**src/rtl/cr_kme_fifo_packer.sv**
```systemverilog
// Packs 64-bit framed beats into 263-bit KME stall-protocol FIFO entries and writes them only while stall is low.
// Optional idle-timeout flush of partial entries is enabled by defining CR_KME_PACKER_TIMEOUT_EN.
module cr_kme_fifo_packer #(
  parameter int unsigned DATA_SIZE       = 263,
  parameter int unsigned BEATS_PER_ENTRY = 4,
  parameter int unsigned TIMEOUT_CYCLES  = 16
) (
  input  logic                 clk,
  input  logic                 rst_n,
  input  logic [63:0]          in_data,
  input  logic                 in_valid,
  input  logic                 in_sop,
  input  logic                 in_eop,
  output logic                 in_ready,
  output logic [DATA_SIZE-1:0] fifo_in,
  output logic                 fifo_in_valid,
  input  logic                 fifo_in_stall,
  output logic                 proto_err,
  output logic [15:0]          entry_cnt
);

  if (DATA_SIZE != 263 || BEATS_PER_ENTRY < 1 || BEATS_PER_ENTRY > 4 || TIMEOUT_CYCLES < 1) begin : g_bad_param
    $error("cr_kme_fifo_packer: unsupported parameter set");
  end

  localparam logic [2:0] BEATS_L = 3'(BEATS_PER_ENTRY);

  typedef enum logic [1:0] {
    ACC_IDLE,
    ACC_FILL,
    ACC_FULL
  } acc_state_t;

  acc_state_t           acc_state, acc_state_n;
  logic [255:0]         acc_data,  acc_data_n;
  logic [2:0]           acc_cnt,   acc_cnt_n;
  logic                 acc_sop,   acc_sop_n;
  logic                 acc_eop,   acc_eop_n;
  logic                 acc_in_pkt, acc_in_pkt_n;
  logic [DATA_SIZE-1:0] out_data;
  logic                 out_pend;
  logic                 proto_err_q;
  logic [15:0]          entry_cnt_q;

  logic                 push, out_free, accept, xfer, tmo_hit;
  logic [DATA_SIZE-1:0] xfer_entry;
  logic [255:0]         base_data, beat_slot, new_data;
  logic [2:0]           base_cnt, new_cnt;
  logic                 base_sop, new_sop, held_full, done;

  function automatic logic [DATA_SIZE-1:0] pack_entry(input logic [255:0] d, input logic [2:0] c,
                                                      input logic s, input logic e);
    return DATA_SIZE'({s, e, 3'b000, 2'(c - 3'd1), d});
  endfunction

  assign push          = out_pend & ~fifo_in_stall;
  assign fifo_in_valid = push;
  assign fifo_in       = out_data;
  assign out_free      = ~out_pend | push;
  // A FULL accumulator always transfers when the output register frees, so
  // readiness follows out_free alone and never looks at in_valid.
  assign in_ready      = (acc_state != ACC_FULL) | out_free;
  assign accept        = in_valid & in_ready;
  assign proto_err     = proto_err_q;
  assign entry_cnt     = entry_cnt_q;

`ifdef CR_KME_PACKER_TIMEOUT_EN
  logic [15:0] tmo_cnt;

  assign tmo_hit = (acc_state == ACC_FILL) && !accept && (tmo_cnt >= 16'(TIMEOUT_CYCLES));

  always_ff @(posedge clk or negedge rst_n) begin
    if (!rst_n) begin
      tmo_cnt <= '0;
    end else if (accept || acc_state != ACC_FILL) begin
      tmo_cnt <= '0;
    end else if (tmo_cnt != '1) begin
      tmo_cnt <= tmo_cnt + 16'd1;
    end
  end
`else
  assign tmo_hit = 1'b0;
`endif

  // Base is the accumulator as seen by an incoming beat: empty if the held
  // FULL entry leaves for the output register this same cycle.
  always_comb begin
    held_full = (acc_state == ACC_FULL);
    base_cnt  = held_full ? 3'd0 : acc_cnt;
    base_data = held_full ? '0 : acc_data;
    base_sop  = held_full ? 1'b0 : acc_sop;
    beat_slot = '0;
    for (int unsigned k = 0; k < 4; k++) begin
      if (base_cnt == 3'(k)) beat_slot[64*k +: 64] = in_data;
    end
    new_data = base_data | beat_slot;
    new_cnt  = base_cnt + 3'd1;
    new_sop  = (base_cnt == 3'd0) ? in_sop : base_sop;
    done     = in_eop | (new_cnt == BEATS_L);
  end

  always_comb begin
    acc_state_n  = acc_state;
    acc_data_n   = acc_data;
    acc_cnt_n    = acc_cnt;
    acc_sop_n    = acc_sop;
    acc_eop_n    = acc_eop;
    acc_in_pkt_n = acc_in_pkt;
    xfer         = 1'b0;
    xfer_entry   = pack_entry(acc_data, acc_cnt, acc_sop, acc_eop);

    if (held_full && out_free) begin
      xfer        = 1'b1;
      acc_state_n = ACC_IDLE;
      acc_data_n  = '0;
      acc_cnt_n   = '0;
      acc_sop_n   = 1'b0;
      acc_eop_n   = 1'b0;
    end

    if (accept) begin
      acc_in_pkt_n = ~in_eop;
      if (done && !held_full && out_free) begin
        xfer        = 1'b1;
        xfer_entry  = pack_entry(new_data, new_cnt, new_sop, in_eop);
        acc_state_n = ACC_IDLE;
        acc_data_n  = '0;
        acc_cnt_n   = '0;
        acc_sop_n   = 1'b0;
        acc_eop_n   = 1'b0;
      end else begin
        acc_state_n = done ? ACC_FULL : ACC_FILL;
        acc_data_n  = new_data;
        acc_cnt_n   = new_cnt;
        acc_sop_n   = new_sop;
        acc_eop_n   = in_eop;
      end
    end else if (tmo_hit) begin
      if (out_free) begin
        xfer        = 1'b1;
        xfer_entry  = pack_entry(acc_data, acc_cnt, acc_sop, 1'b0);
        acc_state_n = ACC_IDLE;
        acc_data_n  = '0;
        acc_cnt_n   = '0;
        acc_sop_n   = 1'b0;
        acc_eop_n   = 1'b0;
      end else begin
        acc_state_n = ACC_FULL;
        acc_eop_n   = 1'b0;
      end
    end
  end

  always_ff @(posedge clk or negedge rst_n) begin
    if (!rst_n) begin
      acc_state   <= ACC_IDLE;
      acc_data    <= '0;
      acc_cnt     <= '0;
      acc_sop     <= 1'b0;
      acc_eop     <= 1'b0;
      acc_in_pkt  <= 1'b0;
      out_data    <= '0;
      out_pend    <= 1'b0;
      proto_err_q <= 1'b0;
      entry_cnt_q <= '0;
    end else begin
      acc_state  <= acc_state_n;
      acc_data   <= acc_data_n;
      acc_cnt    <= acc_cnt_n;
      acc_sop    <= acc_sop_n;
      acc_eop    <= acc_eop_n;
      acc_in_pkt <= acc_in_pkt_n;
      if (xfer) out_data <= xfer_entry;
      out_pend <= xfer | (out_pend & ~push);
      if (accept && (in_sop == acc_in_pkt)) proto_err_q <= 1'b1;
      if (push) entry_cnt_q <= entry_cnt_q + 16'd1;
    end
  end

endmodule

```
**config.mk**
```make
export PLATFORM = sky130hd
export DESIGN_NAME = cr_kme_fifo_packer
export DESIGN_NICKNAME = d
export VERILOG_FILES = /design/src/rtl/cr_kme_fifo_packer.sv
export SDC_FILE = /design/constraint.sdc
export NUM_CORES = 1
export LEC_CHECK = 0
export BUFFER_PORTS_ARGS = -buffer_cell sky130_fd_sc_hd__buf_4
export CAP_MARGIN = 10
export CORE_AREA = 10 10 268 270
export CTS_CLUSTER_SIZE = 20
export DETAILED_ROUTE_END_ITERATION = 10
export DIE_AREA = 0 0 278 280
export RECOVER_POWER = 50
export SYNTH_ARGS = -nofsm -noshare
export SYNTH_HDL_FRONTEND = slang
export SYNTH_SLANG_ARGS = --single-unit
export TNS_END_PERCENT = 1
```
**constraint.sdc**
```tcl
create_clock -name clk -period 4.4 [get_ports clk]
set_input_delay 0.22 -clock clk [delete_from_list [all_inputs] [get_ports clk]]
set_output_delay 0.22 -clock clk [all_outputs]
set_load 0.1 [all_outputs]
```
==> After elaboration in Yosys (flattened, before gate mapping) <==
Cells that the tools add are included.
{ "word_totals": {"register_bits": 545, "output_inout_bits": 282, "wordCells": 68} }
{ "classes": {"bitwise": 12, "n_eq_ne": 7, "n_reduce_logical": 7, "mux": 28, "n_addsub": 4} }
{ "op_table": {"columns": ["op", "n"], "rows": [
  ["$mux 256", 4],
  ["$mux 263", 2],
  ["$mux 64", 4],
  ["$or 256x256->256", 1],
  ["$add 16x1->16 const B", 1],
  ["$mux 3", 4],
  ["$mux 1", 10],
  ["$mux 2", 4],
  ["$eq 3x2->1 const B", 2],
  ["$logic_and 1x1->1", 4],
  ["$not 1->1", 4],
  ["$or 1x1->1", 4],
  ["$sub 2x1->2 const B", 2],
  ["$add 3x1->3 const B", 1],
  ["$and 1x1->1", 3],
  ["$eq 3x1->1 const B", 1],
  ["$eq 3x3->1 const B", 1],
  ["$logic_not 3->1", 1],
  ["$eq 2x2->1 const B", 1],
  ["$ne 2x2->1 const B", 1],
  ["$reduce_bool 2->1", 1],
  ["$eq 1x1->1", 1],
  ["$logic_not 1->1", 1]
]} }

==> Depth between registers and ports, before layout <==
Gate-level depths: netlist of run 1.
{ "logic_depth": {"depth_word": 10, "depth_mapped": 13} }

==> Least setup slack after synthesis of run 1 <==
OpenSTA, ideal clock, no wires.
{ "synth_path": {"kind": "register to register", "from": "reg acc_state[1]", "to": "reg out_data[200] (netlist: fifo_in[200])", "path_buffers": 5, "arrival_ps": 2698, "slack_ps": 1576, "stages_incl_launch_ff": 13, "setup_time_ps": 126, "path_cell_list": "dfrtp_1 -> nand2b_1 -> buf_4 -> clkbuf_1 -> clkbuf_1 -> nand2_1 -> ha_1 -> nor2b_1 -> o2111ai_2 -> clkbuf_1 -> clkbuf_1 -> and3_1 -> a221o_1"} }
{ "synth_via": {"elab_chain_len": 9} }
{ "synth_rtl": {"columns": ["item", "line", "source"], "rows": [
  ["start: declaration", "34", "acc_state_t acc_state, acc_state_n;"],
  ["start signal: assignment", "167", "acc_state <= acc_state_n;"],
  ["$eq 2x2->1", "88", "held_full = (acc_state == ACC_FULL);"],
  ["$mux 3", "89", "base_cnt = held_full ? 3'd0 : acc_cnt;"],
  ["$add 3x1->3", "97", "new_cnt = base_cnt + 3'd1;"],
  ["$eq 3x3->1", "99", "done = in_eop | (new_cnt == BEATS_L);"],
  ["$or 1x1->1", "99", null],
  ["$logic_and 1x1->1 (2 in a row)", "123", "if (done && !held_full && out_free) begin"],
  ["$mux 263 or $mux 1 (tied branches)", "123", null],
  ["$mux 263 or $mux 1 (tied branches)", "121", "if (accept) begin"],
  ["end signal: assignment", "173", "if (xfer) out_data <= xfer_entry;"],
  ["end: declaration", "40", "logic [DATA_SIZE-1:0] out_data;"]
]} }
Parallel ways exist; a longest one is shown, timed or not.
A chain may end at the register's enable or synchronous reset.

==> Final worst setup path of run 1 <==
{ "layout_path": {"from": "reg acc_state[0]", "to": "reg out_data[232] (netlist: fifo_in[232])"} }
The elaborated chain is that of the path after synthesis.

==> flow_metrics.tcl, run 1 <==
set metrics [dict create \
    max_stage_delay_ps 910 \
    cts_buffers 59 \
    hold_viol_final 0 \
    synthDistinctLibCells 48 \
    dr.first_iter.drc_count 1928 \
    finalMaxSlewViolations 110 \
    cp_top_family "simple AND/OR/NAND/NOR gates" \
    cts_tree "yes" \
    grt_pass1_vias 19200 \
    final_area_mm2 0.0281 \
    yosysMostFrequentCell "dfrtp_1" \
    synth_common_cells "dfrtp_1, and3_1, a221o_1, nand2_1" \
    die_w_um 278 \
    final_nets 2361 \
    initial_core_util_pct 34.5 \
    violations "capacitance limit, slew limit" \
    grt_pass1_wl_um 121000 \
    fp-row-count 95 \
    cts_htree_levels 2 \
    die_area_mm2 0.0778 \
    grt_setup_unrepaired "no" \
    synth_seq_area_share_pct 59.0 \
    drt_wl_total_um 78200 \
    max_freq_mhz 272 \
    ioPinCount 352 \
    skew_ps 13.6 \
    timing.final.crit_period_ps 3680 \
    clockRootBuffer "clkbuf_16" \
    crit_type "flip-flop to flip-flop" \
    fillers 6361 \
    yosys_warnings 0 \
    netlist_instances 1989 \
    worstPathRequired_ps 4890 \
    drc_errors 0 \
    finalSetupTns_ps 0 \
    synth_top_cell_by_area "dfrtp_1" \
    viasPerCell 5.96 \
    yosys-top-cells-area "dfrtp_1, and3_1, a221o_1, a211oi_1, a22oi_1" \
    maxSlewHeadroom_pct -105 \
    clock_latency_ps 610 \
    place_congestion 0.806 \
    worst_slew_pin_slew_ps 3070 \
    ant_nets 0 \
    wl_per_cell_um 24.4 \
    drv_cap 1 \
    drive_above_1_share_pct 12.4 \
    synth.top_cell.area_share_pct 59.0 \
    leakagePower_nw 13.0 \
    vdd.ir_drop.worst_uv 929 \
    path_buf_inv 2 \
    synth_ff_type "dfrtp_1" \
    stdcell_count 3209 \
    finalSetupViolCount 0 \
    clockBufferDepth 3 \
    dp_cells 3031 \
    drtPass1Iterations 7 \
    antenna_cells 0 \
    grt_usage_pct 19.3 \
    path_max_fanout 147 \
    syn_area_mm2 0.0230 \
    status "complete, but fails checks" \
    endpoint_kind "flip-flop" \
    postLayoutCoreUtil_pct 42.2 \
    die_h_um 280 \
    min_path_type "input pin to flip-flop" \
    synthToLayoutAreaGrowth_pct 22.2 \
    path_cells "and2b_4, buf_4, nand2_8, buf_12, and3_1, a221o_1" \
    antenna_found_initial 2 \
    ff_latch_area_mm2 0.0136 \
    avgSynthCellArea_um2 11.6 \
    ys_async_sr_fraction_pct 100 \
    multi_input_area_mm2 0.00851 \
    power_density_mw_per_mm2 890 \
    overflow 0 \
    crit_slowest_cell "buf_4" \
    clk_pin_slew_ps 60 \
    grt_max_degree 148 \
    min_period_over_period_pct 83.7 \
    cp_data_arrival_time_ps 4170 \
    cp-start-kind "flip-flop" \
    place_hpwl_um 47500 \
    num_vias 19100 \
    port_buffers 348 \
    core_area_mm2 0.0666 \
    synth_edf_count 0 \
    synth-seq-cells 542 \
    place_area_mm2 0.0262 \
    clock-sinks 542 \
]
==> layer usage <==
layer	global-route usage [%]	routed length (um)	share of wire (%)
met5	0	13	0.017
met4	6.52	2400	3.1
met3	3.80	5320	6.8
met2	30.4	36200	46
met1	26.3	34200	44
==> path summary, 6_finish.rpt <==
path	startpoint	end	slack (ps)	depth (start not counted)
max reg2reg	acc_state[0]	fifo_in[232]	720	6
min	in_valid	acc_state[0]	70	3
max	acc_state[0]	fifo_in[232]	720	6
min reg2reg	proto_err	proto_err	480	1
min in group asynchronous	rst_n	fifo_in[57]	1150	2
max in group asynchronous	rst_n	acc_data[176]	990	3
==> placed cells by master, fill, tap and decap left out, drive strengths merged, types with 12 or more instances in the layout <==
cell / n
and3: 259
dlygate4sd3: 67
a211oi: 116
a22oi: 115
clkbuf: 306
clkinv: 12
a221o: 143
nor2: 13
dfrtp: 542
a21oi: 119
buf: 166
o21ai: 123
xnor2: 12
a32o: 65
nand2: 132
a22o: 77
==> tightest hold or removal path, delay by kind of cell <==
kind            cells  cell delay, ps
buf+inv             2             270
compound gates      1             150
==> state kept, by name, indices dropped and copies added, names as in the netlist, 2 cells and up <==
register / cells
acc_cnt: 3
acc_data: 256
acc_state: 2
entry_cnt: 16
fifo_in: 260
==> metrics by stage <==
stage          total power [mW]  setup WS [ps]  hold WS [ps]
3_3_place_gp               20.5            950           370
6_report                   25.0            718          71.8
3_5_place_dp               20.6            938           387
2_1_floorplan              17.3           1580         -75.6
4_1_cts                    25.9            935          25.6
5_1_grt                    26.0            391          56.3
==> kinds of logic after synthesis <==
logic type	share of synthesized area (%)
simple gates	10.2
buf+inv	4.54
mux	0.0980
compound gates	25.2
xor+xnor	0.610
other cells	0.0163
fa+ha+maj	0.272
flops	59.0
==> final cells by class <==
cell class                      count  area share, %
Clock buffer                       89           6.45
Clock inverter                     22          0.739
Inverter                            8          0.107
Multi-Input combinational cell   1225           30.3
Sequential cell                   542           48.3
Tap cell                          873           3.89
Timing Repair Buffer              450           10.2
==> timing repair <==
| action | in CTS | in global routing |
|---|---|---|
| setup buffers | 0 | 0 |
| gates resized for setup | 0 | 0 |
| hold endpoints to repair | 558 | 0 |
| hold buffers | 67 | 0 |
==> power by group <==
group | total (mW) | switching [mW] | leakage, nW | internal (mW)
Sequential | 7.83 | 1.24 | 7.10 | 6.59
Combinational | 12.1 | 9.91 | 4.92 | 2.16
Clock | 5.11 | 2.10 | 0.988 | 3.01
Total | 25.0 | 13.3 | 13.0 | 11.8
No activity file was read; power rests on OpenSTA's default activity.
==> run 2, diff against run 1 <==
==> constraint.sdc (replaced) <==
create_clock -name clk -period 3.8 [get_ports clk]
set_input_delay 0.19 -clock clk [delete_from_list [all_inputs] [get_ports clk]]
set_output_delay 0.19 -clock clk [all_outputs]
set_load 0.1 [all_outputs]
==> run 2 against run 1 <==
Effect of this change:
- the run still ends with capacitance limit, slew limit left
- die area is the same
- global-route usage increased by 0.18 points
- clock skew rose by 15 ps
- sequential cell count stayed put
- final cell count grew 0.28%
- sequential share of layout area decreased by 0.052 points
- largest power group unchanged
- largest cell class unchanged
- critical path depth grew 2
- non-clock buffer count up 11
- first-iteration DRC count decreased by 7.7%
- register-to-register slack worse by 270 ps
- clock-buffer cell count fell by 6
==> flow_metrics.tcl, run 2 (synthesized netlist as in run 1, its figures left out) <==
set metrics [dict create \
    die_h_um 280 \
    place_congestion 0.806 \
    dr.first_iter.drc_count 1779 \
    port_buffers 348 \
    ant_nets 0 \
    cp-start-kind "flip-flop" \
    grt_pass1_wl_um 122000 \
    core_area_mm2 0.0666 \
    finalMaxSlewViolations 196 \
    crit_slowest_cell "a221o_1" \
    clk_pin_slew_ps 60 \
    leakagePower_nw 13.0 \
    drc_errors 0 \
    path_max_fanout 92 \
    clockRootBuffer "clkbuf_16" \
    endpoint_kind "flip-flop" \
    layout_common_cells "dfrtp_1, clkbuf_1, and3_1" \
    worstPathRequired_ps 4270 \
    num_vias 19000 \
    timing.final.crit_period_ps 3350 \
    overflow 0 \
    grt_max_degree 124 \
    min_path_type "input pin to flip-flop" \
    clock-sinks 542 \
    cts_tree "yes" \
    initial_core_util_pct 34.5 \
    final_common_cell "dfrtp_1" \
    cts_repair_resize_count 0 \
    drt_wl_total_um 78600 \
    violations "capacitance limit, slew limit" \
    postLayoutCoreUtil_pct 42.3 \
    final_nets 2371 \
    maxSlewHeadroom_pct -45.1 \
    place_hpwl_um 47500 \
    power_density_mw_per_mm2 1040 \
    grt.met1_usage_pct 26.9 \
    largest_reg_flops 260 \
    hold_ws_ps 58.5 \
    ioPinCount 352 \
    vdd.ir_drop.worst_uv 689 \
    max_stage_delay_ps 490 \
    grt_setup_unrepaired "no" \
    synthToLayoutAreaGrowth_pct 22.3 \
    cts_buffers 58 \
    top_usage_layer "met2" \
    crit_type "flip-flop to flip-flop" \
    grt_pass1_vias 19500 \
    finalSetupTns_ps 0 \
    clockBufferDepth 3 \
    status "complete, but fails checks" \
    cts_htree_levels 2 \
    post_cts_buffers 0 \
    wl_per_cell_um 24.4 \
    layout_setup_ws_ps 447 \
    skew_ps 28.2 \
    drv_cap 4 \
    drtPass1Iterations 6 \
    worst_slew_pin_slew_ps 2180 \
    drive_above_1_share_pct 10.9 \
    cp_data_arrival_time_ps 3830 \
    final_area_mm2 0.0281 \
    fp-row-count 95 \
    finalSetupViolCount 0 \
    min_period_over_period_pct 88.2 \
    hold_viol_final 0 \
    place_area_mm2 0.0263 \
    grt_usage_pct 19.5 \
    max_freq_mhz 298 \
    viasPerCell 5.91 \
    die_w_um 278 \
    preCtsSetupSlack_ps 538 \
    grt_use_met2_pct 30.7 \
    antenna_found_initial 2 \
    clock_latency_ps 620 \
    gr-usage-met3_pct 4.10 \
    die_area_mm2 0.0778 \
    hold_buffers 68 \
    path_cells "and2b_4, nor2_1, ha_1, nor2b_1, o2111ai_4, nand2_8, buf_12, a221o_1" \
]
==> run 2: worst max-delay path, delay by kind of cell (launching register included) <==
kind                       cells  cell delay [ps]
AOI/OAI and AO/OA              2              930
adders and majority gates      1              190
buffers and inverters          1              310
DFF                            1              400
and+or+nand+nor                4             1130
==> run 2: final cells by class <==
class                           instances  area (um^2)
Antenna cell                            1         2.50
Clock buffer                           83         1680
Clock inverter                         25          428
Fill cell                            6374        38400
Inverter                                8         30.0
Multi-Input combinational cell       1225         8510
Sequential cell                       542        13600
Tap cell                              873         1090
Timing Repair Buffer                  461         2820
==> run 2: worst paths after layout <==
path | from | end | slack, ps | cells after the start
max in group asynchronous | rst_n | acc_data[32] | 760 | 3
hold / removal | fifo_in_stall | entry_cnt[0] | 60 | 3
setup / recovery | acc_state[0] | fifo_in[216] | 450 | 8
hold reg to reg | entry_cnt[15] | entry_cnt[15] | 490 | 1
min in group asynchronous | rst_n | fifo_in[57] | 270 | 2
setup reg to reg | acc_state[0] | fifo_in[216] | 450 | 8
==> run 2: where the power goes <==
group          switching, mW  internal [mW]  leakage [nW]
registers               1.42           7.63          7.10
clock network           2.45           3.76          1.02
logic                   11.5           2.41          4.83
==> run 2: per-layer routing <==
layer	up-vias	wire length (um)
li1	8285	-
met3	105	5480
met2	794	36600
met5	-	13
met4	2	1910
met1	9826	34600
==> run 2: per-stage QoR <==
| step | std cells | total power [mW] |
|---|---|---|
| 3_3_place_gp | 3041 | 23.7 |
| 5_1_grt | 3217 | 30.4 |
| 6_report | 3218 | 29.2 |
| 3_5_place_dp | 3041 | 23.9 |
| 4_1_cts | 3217 | 30.3 |
| 2_1_floorplan | 1991 | 20.0 |
==> run 3, diff against run 2 <==
--- a/config.mk
+++ b/config.mk
@@ -5,12 +5,14 @@
 export SDC_FILE = /design/constraint.sdc
 export NUM_CORES = 1
 export LEC_CHECK = 0
+export ABC_AREA = 1
 export BUFFER_PORTS_ARGS = -buffer_cell sky130_fd_sc_hd__buf_4
 export CAP_MARGIN = 10
-export CORE_AREA = 10 10 268 270
+export CORE_AREA = 2 2 276 278
 export CTS_CLUSTER_SIZE = 20
 export DETAILED_ROUTE_END_ITERATION = 10
 export DIE_AREA = 0 0 278 280
+export HOLD_SLACK_MARGIN = 0.1
 export RECOVER_POWER = 50
 export SYNTH_ARGS = -nofsm -noshare
 export SYNTH_HDL_FRONTEND = slang
==> run 3 against run 2 <==
Effect of this change:
- the run still ends with capacitance limit, slew limit left
- maximum frequency is 11% higher
- largest power group unchanged
- synthesized cell count increased by 70%
- sequential cell count did not move
- hold slack gained 74 ps
- clock skew is 8.3 ps higher
- critical endpoint is now fifo_in[187]
- setup slack better by 330 ps
- area after synthesis rose by 13%
==> flow_metrics.tcl, run 3 <==
set metrics [dict create \
    status "complete, but fails checks" \
    violations "capacitance limit, slew limit" \
    preCtsSetupSlack_ps 780 \
    overflow 0 \
    synthMuxAreaShare_pct 0 \
    cts_tree "yes" \
    final_nets 3743 \
    avgSynthCellArea_um2 7.68 \
    endpoint_kind "flip-flop" \
    drv_cap 1 \
    power_density_mw_per_mm2 999 \
    port_buffers 348 \
    reg2regPathDepth 8 \
    finalSetupViolCount 0 \
    crit_type "flip-flop to flip-flop" \
    drc_errors 0 \
    wl_per_cell_um 18.0 \
    synthToLayoutAreaGrowth_pct 21.6 \
    ys_async_sr_fraction_pct 100 \
    grt_pass1_wl_um 132000 \
    max_freq_mhz 330 \
    place_hpwl_um 49900 \
    synthAdderAreaFrac_pct 0.241 \
    clk_pin_slew_ps 60 \
    vdd.ir_drop.worst_uv 688 \
    drtPass1Iterations 8 \
    synth_top_family_by_area "simple AND/OR/NAND/NOR gates" \
    cp-start-kind "flip-flop" \
    final_area_mm2 0.0316 \
    timing.final.crit_period_ps 3030 \
    path_max_fanout 76 \
    grt_pass1_vias 22200 \
    clock-sinks 542 \
    viasPerCell 4.97 \
    yosysMostFrequentCell "nand2_1" \
    dp_cells 4521 \
    stdcell_count 4697 \
    yosys.area_share.simple_pct 28.3 \
    leakagePower_nw 15.7 \
    ant_nets 0 \
    grt_setup_unrepaired "no" \
    clockRootBuffer "clkbuf_16" \
    yosys-top-cells-area "dfrtp_1, nand2_1, o21ai_0, nor2_1, nand3_1" \
    final_common_cell "nand2_1" \
    place_congestion 0.801 \
    num_vias 23300 \
    drive_above_1_share_pct 10.1 \
    rrSetupSlack_ps 770 \
    die_w_um 278 \
    hold_viol_final 0 \
    drt_wl_total_um 84400 \
    min_path_type "input pin to flip-flop" \
    grt_usage_pct 21.4 \
    syn_area_mm2 0.0259 \
    clockBufferDepth 3 \
    synth-xor-area-share_pct 0.371 \
    startpoint "acc_state[0]" \
    synth.top_cell.area_share_pct 52.3 \
    synth_ff_type "dfrtp_1" \
    synth_edf_count 0 \
    yosys_warnings 0 \
    finalMaxSlewViolations 89 \
    initial_core_util_pct 34.5 \
    finalSetupTns_ps 0 \
    cp_data_arrival_time_ps 3560 \
    layout_setup_ws_ps 774 \
    synth-seq-cells 542 \
    min_period_over_period_pct 79.6 \
    r2r-end "fifo_in[187]" \
    grt_max_degree 184 \
    core_area_mm2 0.0752 \
    worstSetupEndpoint "fifo_in[187]" \
    clock_latency_ps 640 \
    netlist_instances 3379 \
    maxSlewHeadroom_pct -87.5 \
    fp-row-count 101 \
    skew_ps 36.5 \
    place_area_mm2 0.0294 \
    ioPinCount 352 \
    layout_common_cells "nand2_1, dfrtp_1, o21ai_0" \
    dr.first_iter.drc_count 1850 \
    synth_top_cell_by_area "dfrtp_1" \
    synth_compound_area_share_pct 12.2 \
    post_cts_buffers 0 \
    largest_reg_flops 260 \
    r2r_start "acc_state[0]" \
    cts_htree_levels 2 \
    cts_buffers 60 \
    worstPathRequired_ps 4340 \
    synth_common_cells "nand2_1, dfrtp_1, o21ai_0, nor2_1, nand3_1" \
    die_area_mm2 0.0778 \
    antenna_found_initial 4 \
    worst_slew_pin_slew_ps 2810 \
    synth_seq_area_share_pct 52.3 \
    die_h_um 280 \
    synthDistinctLibCells 31 \
]
[run 3: cell count changes after synthesis, moves of 77 or more]
cell / before / now
a22o_1: 77 / 0
nand2_1: 130 / 1414
a21oi_1: 118 / 1
o21ai_0: 118 / 284
nor2_1: 10 / 259
o21a_1: 0 / 115
inv_1: 8 / 179
a221o_1: 143 / 0
nand3_1: 6 / 190
and3_1: 259 / 0
a211oi_1: 116 / 0
[run 3: metal layers]
metal	share of wire [%]	vias up	track usage, %
met5	0.030	-	0
met4	2.5	4	6.38
met3	6.7	108	4.38
met2	46	696	33.7
met1	45	11200	29.6
li1	-	11300	-
[run 3: cell type report]
class | count | area, um^2
diodes | 1 | 2.50
clock buffers | 89 | 1800
clock inverters | 23 | 234
fillers | 7667 | 43600
inverters | 185 | 714
multi-input cells | 2427 | 10700
flip-flops and latches | 542 | 13600
well taps | 978 | 1220
repair buffers | 452 | 3280
[run 3: cell families (layout without fill, tap and decap cells)]
family,count (synthesis),in the layout
compound gates,531,531
buf+inv,412,749
other cells,1,4
fa+ha+maj,5,5
xor+xnor,11,11
simple gates,1877,1877
flops,542,542
[run 3: where the power goes]
group / internal (mW) / total, mW / switching (mW)
sequential: 7.64 / 9.07 / 1.43
clock: 3.54 / 6.02 / 2.48
combinational: 3.08 / 16.4 / 13.4
[run 3: worst max-delay path, stage by stage, from the launching register on]
cell and delay (ps):
dfrtp_1 400, inv_2 90, nand2_8 80, buf_4 700, nand4_1 510, inv_6 550
buf_4 370, nor2_1 80, nor2_1 120
[run 3: stage by stage]
stage | util (%) | hold WS (ps) | power [mW]
5_1_grt | 42.0 | 144 | 33.1
4_1_cts | 42.6 | 105 | 32.3
6_report | 42.0 | 133 | 31.5
3_3_place_gp | 39.1 | 327 | 26.1
2_1_floorplan | - | -106 | 21.9
3_5_place_dp | 39.1 | 324 | 26.1
[run 3: timing repair]
item                      in CTS  in global routing
hold buffers                  63                  0
hold endpoints to repair     484                  0
resized for setup              0                  0
[run 3: worst min path at each step]
stage	start	to	slack, ps	cells past startpoint
finish	in_data[49]	acc_data[49]	130	5
CTS	in_data[49]	acc_data[49]	110	5
detailed placement	rst_n	fifo_in[16]	320	1
global placement	rst_n	fifo_in[16]	330	1
global route	in_data[49]	acc_data[49]	140	5
floorplan	rst_n	acc_cnt[0]	-110	0
